File: config.mk
export PLATFORM = sky130hd
export DESIGN_NAME = adder_seq_ctrl
export DESIGN_NICKNAME = d
export VERILOG_FILES = /design/src/rtl/adder_seq_pkg.sv /design/src/rtl/adder_N.sv /design/src/rtl/adder_seq_ctrl.sv
export SDC_FILE = /design/constraint.sdc
export NUM_CORES = 1
export LEC_CHECK = 0
export CAP_MARGIN = 20
export CORE_UTILIZATION = 53
export DETAILED_ROUTE_END_ITERATION = 7
export PLACE_DENSITY = 0.95
export SLEW_MARGIN = 20
export SYNTH_ARGS = -nofsm -noshare
export SYNTH_HDL_FRONTEND = slang
export SYNTH_SLANG_ARGS = --single-unit
export TNS_END_PERCENT = 20
File: constraint.sdc
create_clock -name clk -period 5.2 [get_ports clk]
set_clock_uncertainty 0.2 [all_clocks]
set_input_delay 1.04 -clock clk [delete_from_list [all_inputs] [get_ports clk]]
set_output_delay 1.04 -clock clk [all_outputs]
set_load 0.02 [all_outputs]
File: src/rtl/adder_seq_pkg.sv
// Shared types and constants for the sequential adder controller.
package adder_seq_pkg;

  typedef enum logic [1:0] {
    IDLE = 2'd0,
    RUN  = 2'd1,
    DONE = 2'd2
  } state_t;

  localparam int DEF_N = 4;
  localparam int DEF_K = 2;

  // Slice index width; a single-slice build still keeps a 1-bit counter.
  function automatic int idx_width(input int k);
    return $clog2((k > 1) ? k : 2);
  endfunction

  localparam int DEF_IDX_W = idx_width(DEF_K);

endpackage

File: src/rtl/adder_N.sv
// Plain N-bit ripple adder slice, time-shared by adder_seq_ctrl.
module adder_N #(
  parameter int N = 4
) (
  output logic [N-1:0] Y,
  output logic         Cout,
  input  logic [N-1:0] A,
  input  logic [N-1:0] B,
  input  logic         Cin
);

  assign {Cout, Y} = {1'b0, A} + {1'b0, B} + {{N{1'b0}}, Cin};

endmodule

File: src/rtl/adder_seq_ctrl.sv
// M-bit adder built from one N-bit slice stepped over K cycles, LSB slice first.
// Optional signed-overflow output is enabled by defining ADDER_SEQ_OVF_EN.
module adder_seq_ctrl
  import adder_seq_pkg::*;
#(
  parameter int N = DEF_N,
  parameter int K = DEF_K,
  parameter int M = N * K
) (
  input  logic         clk,
  input  logic         rst,
  input  logic         start,
  input  logic [M-1:0] A,
  input  logic [M-1:0] B,
  input  logic         Cin,
  output logic         ready,
  output logic         done,
  output logic [M-1:0] Y,
  output logic         Cout
`ifdef ADDER_SEQ_OVF_EN
  , output logic       ovf
`endif
);

  localparam int IDX_W = idx_width(K);

  state_t             state_q, state_d;
  logic [IDX_W-1:0]   idx_q, idx_d;
  logic               carry_q, carry_d;
  logic [M-1:0]       aop_q, aop_d;
  logic [M-1:0]       bop_q, bop_d;
  logic [M-1:0]       y_q, y_d;
  logic               cout_q, cout_d;
  logic               ready_q, ready_d;
  logic               done_q, done_d;
`ifdef ADDER_SEQ_OVF_EN
  logic               ovf_q, ovf_d;
`endif

  logic [N-1:0]       a_slice_s, b_slice_s, sum_s;
  logic               cout_s;

  assign a_slice_s = aop_q[idx_q*N +: N];
  assign b_slice_s = bop_q[idx_q*N +: N];

  adder_N #(.N(N)) u_slice (
    .Y    (sum_s),
    .Cout (cout_s),
    .A    (a_slice_s),
    .B    (b_slice_s),
    .Cin  (carry_q)
  );

  always_comb begin
    state_d = state_q;
    idx_d   = idx_q;
    carry_d = carry_q;
    aop_d   = aop_q;
    bop_d   = bop_q;
    y_d     = y_q;
    cout_d  = cout_q;
    ready_d = ready_q;
    done_d  = 1'b0;
`ifdef ADDER_SEQ_OVF_EN
    ovf_d   = ovf_q;
`endif
    case (state_q)
      IDLE: begin
        if (start) begin
          aop_d   = A;
          bop_d   = B;
          carry_d = Cin;
          idx_d   = '0;
          ready_d = 1'b0;
          state_d = RUN;
        end else begin
          ready_d = 1'b1;
        end
      end
      RUN: begin
        y_d[idx_q*N +: N] = sum_s;
        carry_d           = cout_s;
        if (idx_q == IDX_W'(K - 1)) begin
          cout_d  = cout_s;
          done_d  = 1'b1;
          state_d = DONE;
`ifdef ADDER_SEQ_OVF_EN
          // Top slice sum bit N-1 is the final Y[M-1].
          ovf_d   = (aop_q[M-1] == bop_q[M-1]) && (sum_s[N-1] != aop_q[M-1]);
`endif
        end else begin
          idx_d = idx_q + IDX_W'(1);
        end
      end
      DONE: begin
        ready_d = 1'b1;
        state_d = IDLE;
      end
      default: begin
        ready_d = 1'b1;
        state_d = IDLE;
      end
    endcase
  end

  always_ff @(posedge clk or posedge rst) begin
    if (rst) begin
      state_q <= IDLE;
      idx_q   <= '0;
      carry_q <= 1'b0;
      aop_q   <= '0;
      bop_q   <= '0;
      y_q     <= '0;
      cout_q  <= 1'b0;
      ready_q <= 1'b1;
      done_q  <= 1'b0;
`ifdef ADDER_SEQ_OVF_EN
      ovf_q   <= 1'b0;
`endif
    end else begin
      state_q <= state_d;
      idx_q   <= idx_d;
      carry_q <= carry_d;
      aop_q   <= aop_d;
      bop_q   <= bop_d;
      y_q     <= y_d;
      cout_q  <= cout_d;
      ready_q <= ready_d;
      done_q  <= done_d;
`ifdef ADDER_SEQ_OVF_EN
      ovf_q   <= ovf_d;
`endif
    end
  end

  assign ready = ready_q;
  assign done  = done_q;
  assign Y     = y_q;
  assign Cout  = cout_q;
`ifdef ADDER_SEQ_OVF_EN
  assign ovf   = ovf_q;
`endif

endmodule

Word-level counts from Yosys, hierarchy flattened

Index checks and enable logic that the tools add are counted.

Register bits: 31
Input port bits: 20
Output and inout bits: 11

Add/subtract/negate cells: 4
Equality and inequality tests: 3
Shift-type cells: 4
Mux-type cells: 13
Reduce and logical (&&, ||, !) cells: 6

Operator list:

| operator                 | count |
|---|---|
| $neg A3 Y34              | 1 |
| $shift A4 B34 Y8 const A | 1 |
| $shiftx A4 B34 Y8        | 1 |
| $shiftx A8 B4 Y4         | 2 |
| $bwmux W8                | 1 |
| $reduce_and A2 Y1        | 4 |
| $mux W1                  | 6 |
| $pmux W1 S2              | 3 |
| $add A4 B4 Y5            | 1 |
| $add A5 B1 Y5            | 1 |
| $mux W2                  | 2 |
| $ne A2 B2 Y1 const B     | 2 |
| $pmux W2 S2              | 1 |
| $eq A2 B1 Y1 const B     | 1 |
| $logic_not A2 Y1         | 1 |
| $reduce_bool A2 Y1       | 1 |
| $add A1 B1 Y1 const B    | 1 |

Longest topological paths before layout

Depth in word-level cells: 5
Depth in mapped cells: 7

Cells and area by module

Synthesis repeated with hierarchy kept, for this count alone.

Cell total of the unflattened synthesis: 103
Area, all modules: 1481.4 um^2

By module, submodules not included:

| module         | times used | cells each | area each (um^2) |
|---|---|---|---|
| adder_seq_ctrl | 1          | 87         | 1337.5 |
| adder_N        | 1          | 16         | 143.9 |

Worst setup path after synthesis

OpenSTA, ideal clock, no wires.

Path kind: reg-to-reg
From: register idx_q
To: register carry_q
Library setup time: 0.135 ns
Data arrival time: 2.096 ns
Required time: 4.865 ns
Setup slack: 2.769 ns
Stages on the path, launching flop included: 8
Cells stage by stage: dfrtp_1 buf_4 mux2_2 fa_1 fa_1 a21o_1 a21oi_1 a221oi_1

Longest elaborated chain between the ends: 4
Elaborated cells between the ends (all ways): 5

Ends and longest elaborated chain:

| item                                | RTL line                                   | RTL |
|---|---|---|
| start: declaration                  | adder_seq_ctrl.sv:28                       | `logic [IDX_W-1:0] idx_q, idx_d;` |
| start signal: assignment            | adder_seq_ctrl.sv:122                      | `idx_q <= idx_d;` |
| $shiftx A8 B4 Y4 (on tied branches) | adder_seq_ctrl.sv:43, adder_seq_ctrl.sv:44 |  |
| $add A4 B4 Y5 (*)                   | adder_N.sv:12                              | `assign {Cout, Y} = {1'b0, A} + {1'b0, B} + {{N{1'b0}}, Cin};` |
| $add A5 B1 Y5 (*)                   | adder_N.sv:12                              |  |
| $pmux W1 S2 (*)                     | adder_seq_ctrl.sv:67                       | `case (state_q)` |
| end signal: assignment              | adder_seq_ctrl.sv:123                      | `carry_q <= carry_d;` |
| end: declaration                    | adder_seq_ctrl.sv:29                       | `logic carry_q, carry_d;` |

Every way passes the cells marked *; elsewhere a longest branch is shown, timed or not.
A chain may end at the register's enable or synchronous reset.

Worst setup path in the final report

Ends and elaborated chain as after synthesis.

==> reports/results.ini <==
[timing]
finalCritPeriodShare_pct = 53.6
finalSetupTns_ns = 0
hold_violations = 0
max_freq_ghz = 0.358
worst_slew_pin_slew_ns = 0.630
finalSetupViolCount = 0
finalMaxSlewViolations = 0
rsz0062_at_grt = no
min_period_ns = 2.79
relSlewSlack_pct = 58.0

[pwr]
p_leak_uw = 0.000806
powerDensity_mw_per_mm2 = 707
ir_drop_mv = 0.419
finalPower_uw = 1290

[yosys]
ys_top_cells_by_area = dfrtp_1 52%, mux2_2 19%, nand2_1 2.9%
synth_top_area_share_pct = 51.9
synth_warnings = 0
synthDistinctLibCells = 28
syn_inst = 109
synth_area_mm2 = 0.00145
ys_ff_latch = 31
synth_top_cell_by_area = dfrtp_1
yosys_most_used_dff = dfrtp_1
synth_area_per_cell_um2 = 13.3
synth-edff-count = 0
synth_seq_area_share_pct = 53.7
synthArstFlopShare_pct = 100
syn_nets = 134

[global_route]
grt.total_usage_pct = 22.0
grt_max_degree = 32
first_global_vias = 1004
grt-ovfl-total = 0
grt_first_pass_wirelength_mm = 4.24
antenna_found_initial = 0

[run_status]
run_status = finished clean

[routing]
num_vias = 924
drt-initial-drc-count = 3
drc = 0
detail-route-antenna-nets = 0
wirelength_mm = 2.52
dr.pass1.iters = 4
wire_per_inst_um = 14.5
viasPerCell = 5.31

[clocking]
cts_hold_buf = 0
insertion_delay_ns = 0.34
clock-root-buffer = clkbuf_4
cts_resized = 0
tritoncts = yes
clk_pin_slew_ns = 0.09
htreeDepth = 2
cts.sinks = 31
cts_buffers = 5
post_cts_buffers = 0
ctsLongestPathBuffers = 2

[setup_path]
crit_fanout = 12
critPathKind = reg -> reg
crit_required_ns = 5.21
end_kind = flop
start_kind = flop
cp_data_arrival_time_ns = 2.80

[layout]
antennaDiodeCount = 0
drive_gt1_share_pct = 29.2
nets = 168
instances_no_fill = 174
fillers = 181
final_cell_mix = 30 x dfrtp_1, 30 x clkdlybuf4s50_1, 25 x mux2_2
areaGrowthSynthToFinish_pct = 26.3

[floorplan]
die_h_um = 54.3
row_count = 18
core_area_mm2 = 0.00252
dieWidth_um = 54.3
ios = 31
die_area_mm2 = 0.00294
start_util_pct = 57.4

[placement]
place.gp.congestion = 0.760
dp_cells = 166
io_buffers = 30
hpwl_mm = 1.85

[min_path]
hold_path_class = reg -> reg

[flow_run]
maxCapViolCount = 0

-- worst max-delay path, stage by stage (launching register included) --
cell and delay [ns]:
dfrtp_1 0.66, mux2_2 0.41, fa_1 0.43, fa_1 0.42, a21o_1 0.18, a21oi_1 0.24
a221oi_1 0.12
-- cell usage after synthesis (2+ instances only) --
| cell type | count |
|---|---|
| a211o_1 | 2 |
| nand3_1 | 3 |
| inv_1 | 5 |
| dfrtp_1 | 30 |
| ha_1 | 3 |
| nand2_1 | 11 |
| a21oi_1 | 3 |
| fa_1 | 2 |
| o21ai_0 | 4 |
| buf_4 | 2 |
| nand4_1 | 2 |
| mux2_2 | 25 |
| a21o_1 | 2 |
-- sequential cells by signal, indices dropped and copies added, names as in the netlist --
name and count:
Cout 1, Y 8, ready 1, idx_q 1, state_q 2, done 1
aop_q 8, carry_q 1, bop_q 8
-- power breakdown --
part	leakage, uW	switching [uW]	internal (uW)	total, uW
Sequential	0.000369	92.7	368	460
Clock	0.0000386	81.1	79.5	161
Combinational	0.000398	317	354	671
-- path summary, 6_finish.rpt --
check	slack (ns)	depth (start not counted)	start	end
setup / recovery	2.41	6	idx_q	carry_q
hold / removal	0.28	2	Y[5]	Y[5]
setup reg to reg	2.41	6	idx_q	carry_q
hold reg to reg	0.28	2	Y[5]	Y[5]
max in group asynchronous	3.49	2	rst	state_q[0]
min in group asynchronous	0.90	2	rst	Y[0]
-- kinds of logic after synthesis --
family | synth area share [%]
flops | 53.7
fa+ha+maj | 5.36
buf+inv | 3.11
simple gates | 10.8
compound gates | 5.27
mux | 21.2
xor+xnor | 0.605
-- area by class of cell --
| cell class | instances | area, um^2 | area share, % |
|---|---|---|---|
| sequential | 31 | 777 | 42.5 |
| multi-input combinational | 70 | 626 | 34.2 |
| timing repair buffer | 30 | 300 | 16.4 |
| clock buffer | 8 | 68.8 | 3.76 |
| tap | 30 | 37.5 | 2.05 |
| inverter | 5 | 18.8 | 1.03 |
-- per-layer routing --
layer	GRT usage, %	share of wire [%]	vias up
li1	-	-	451
met1	24.0	43	436
met2	36.8	48	29
met3	6.67	5.8	8
met4	14.1	2.9	0
met5	0	0	-
-- through the flow --
step / worst slack, ns / area, um^2 / hold WS, ns / util [%]
after floorplan: 2.77 / 1450 / 0.275 / -
final: 2.41 / 1830 / 0.284 / 72.5
after detailed placement: 2.40 / 1760 / 0.266 / 69.7
after global placement: 2.48 / 1760 / 0.263 / 69.7
after CTS: 2.40 / 1830 / 0.290 / 72.5
after global routing: 2.30 / 1830 / 0.315 / 72.5
Note: power is estimated with default switching activity, not from simulation.
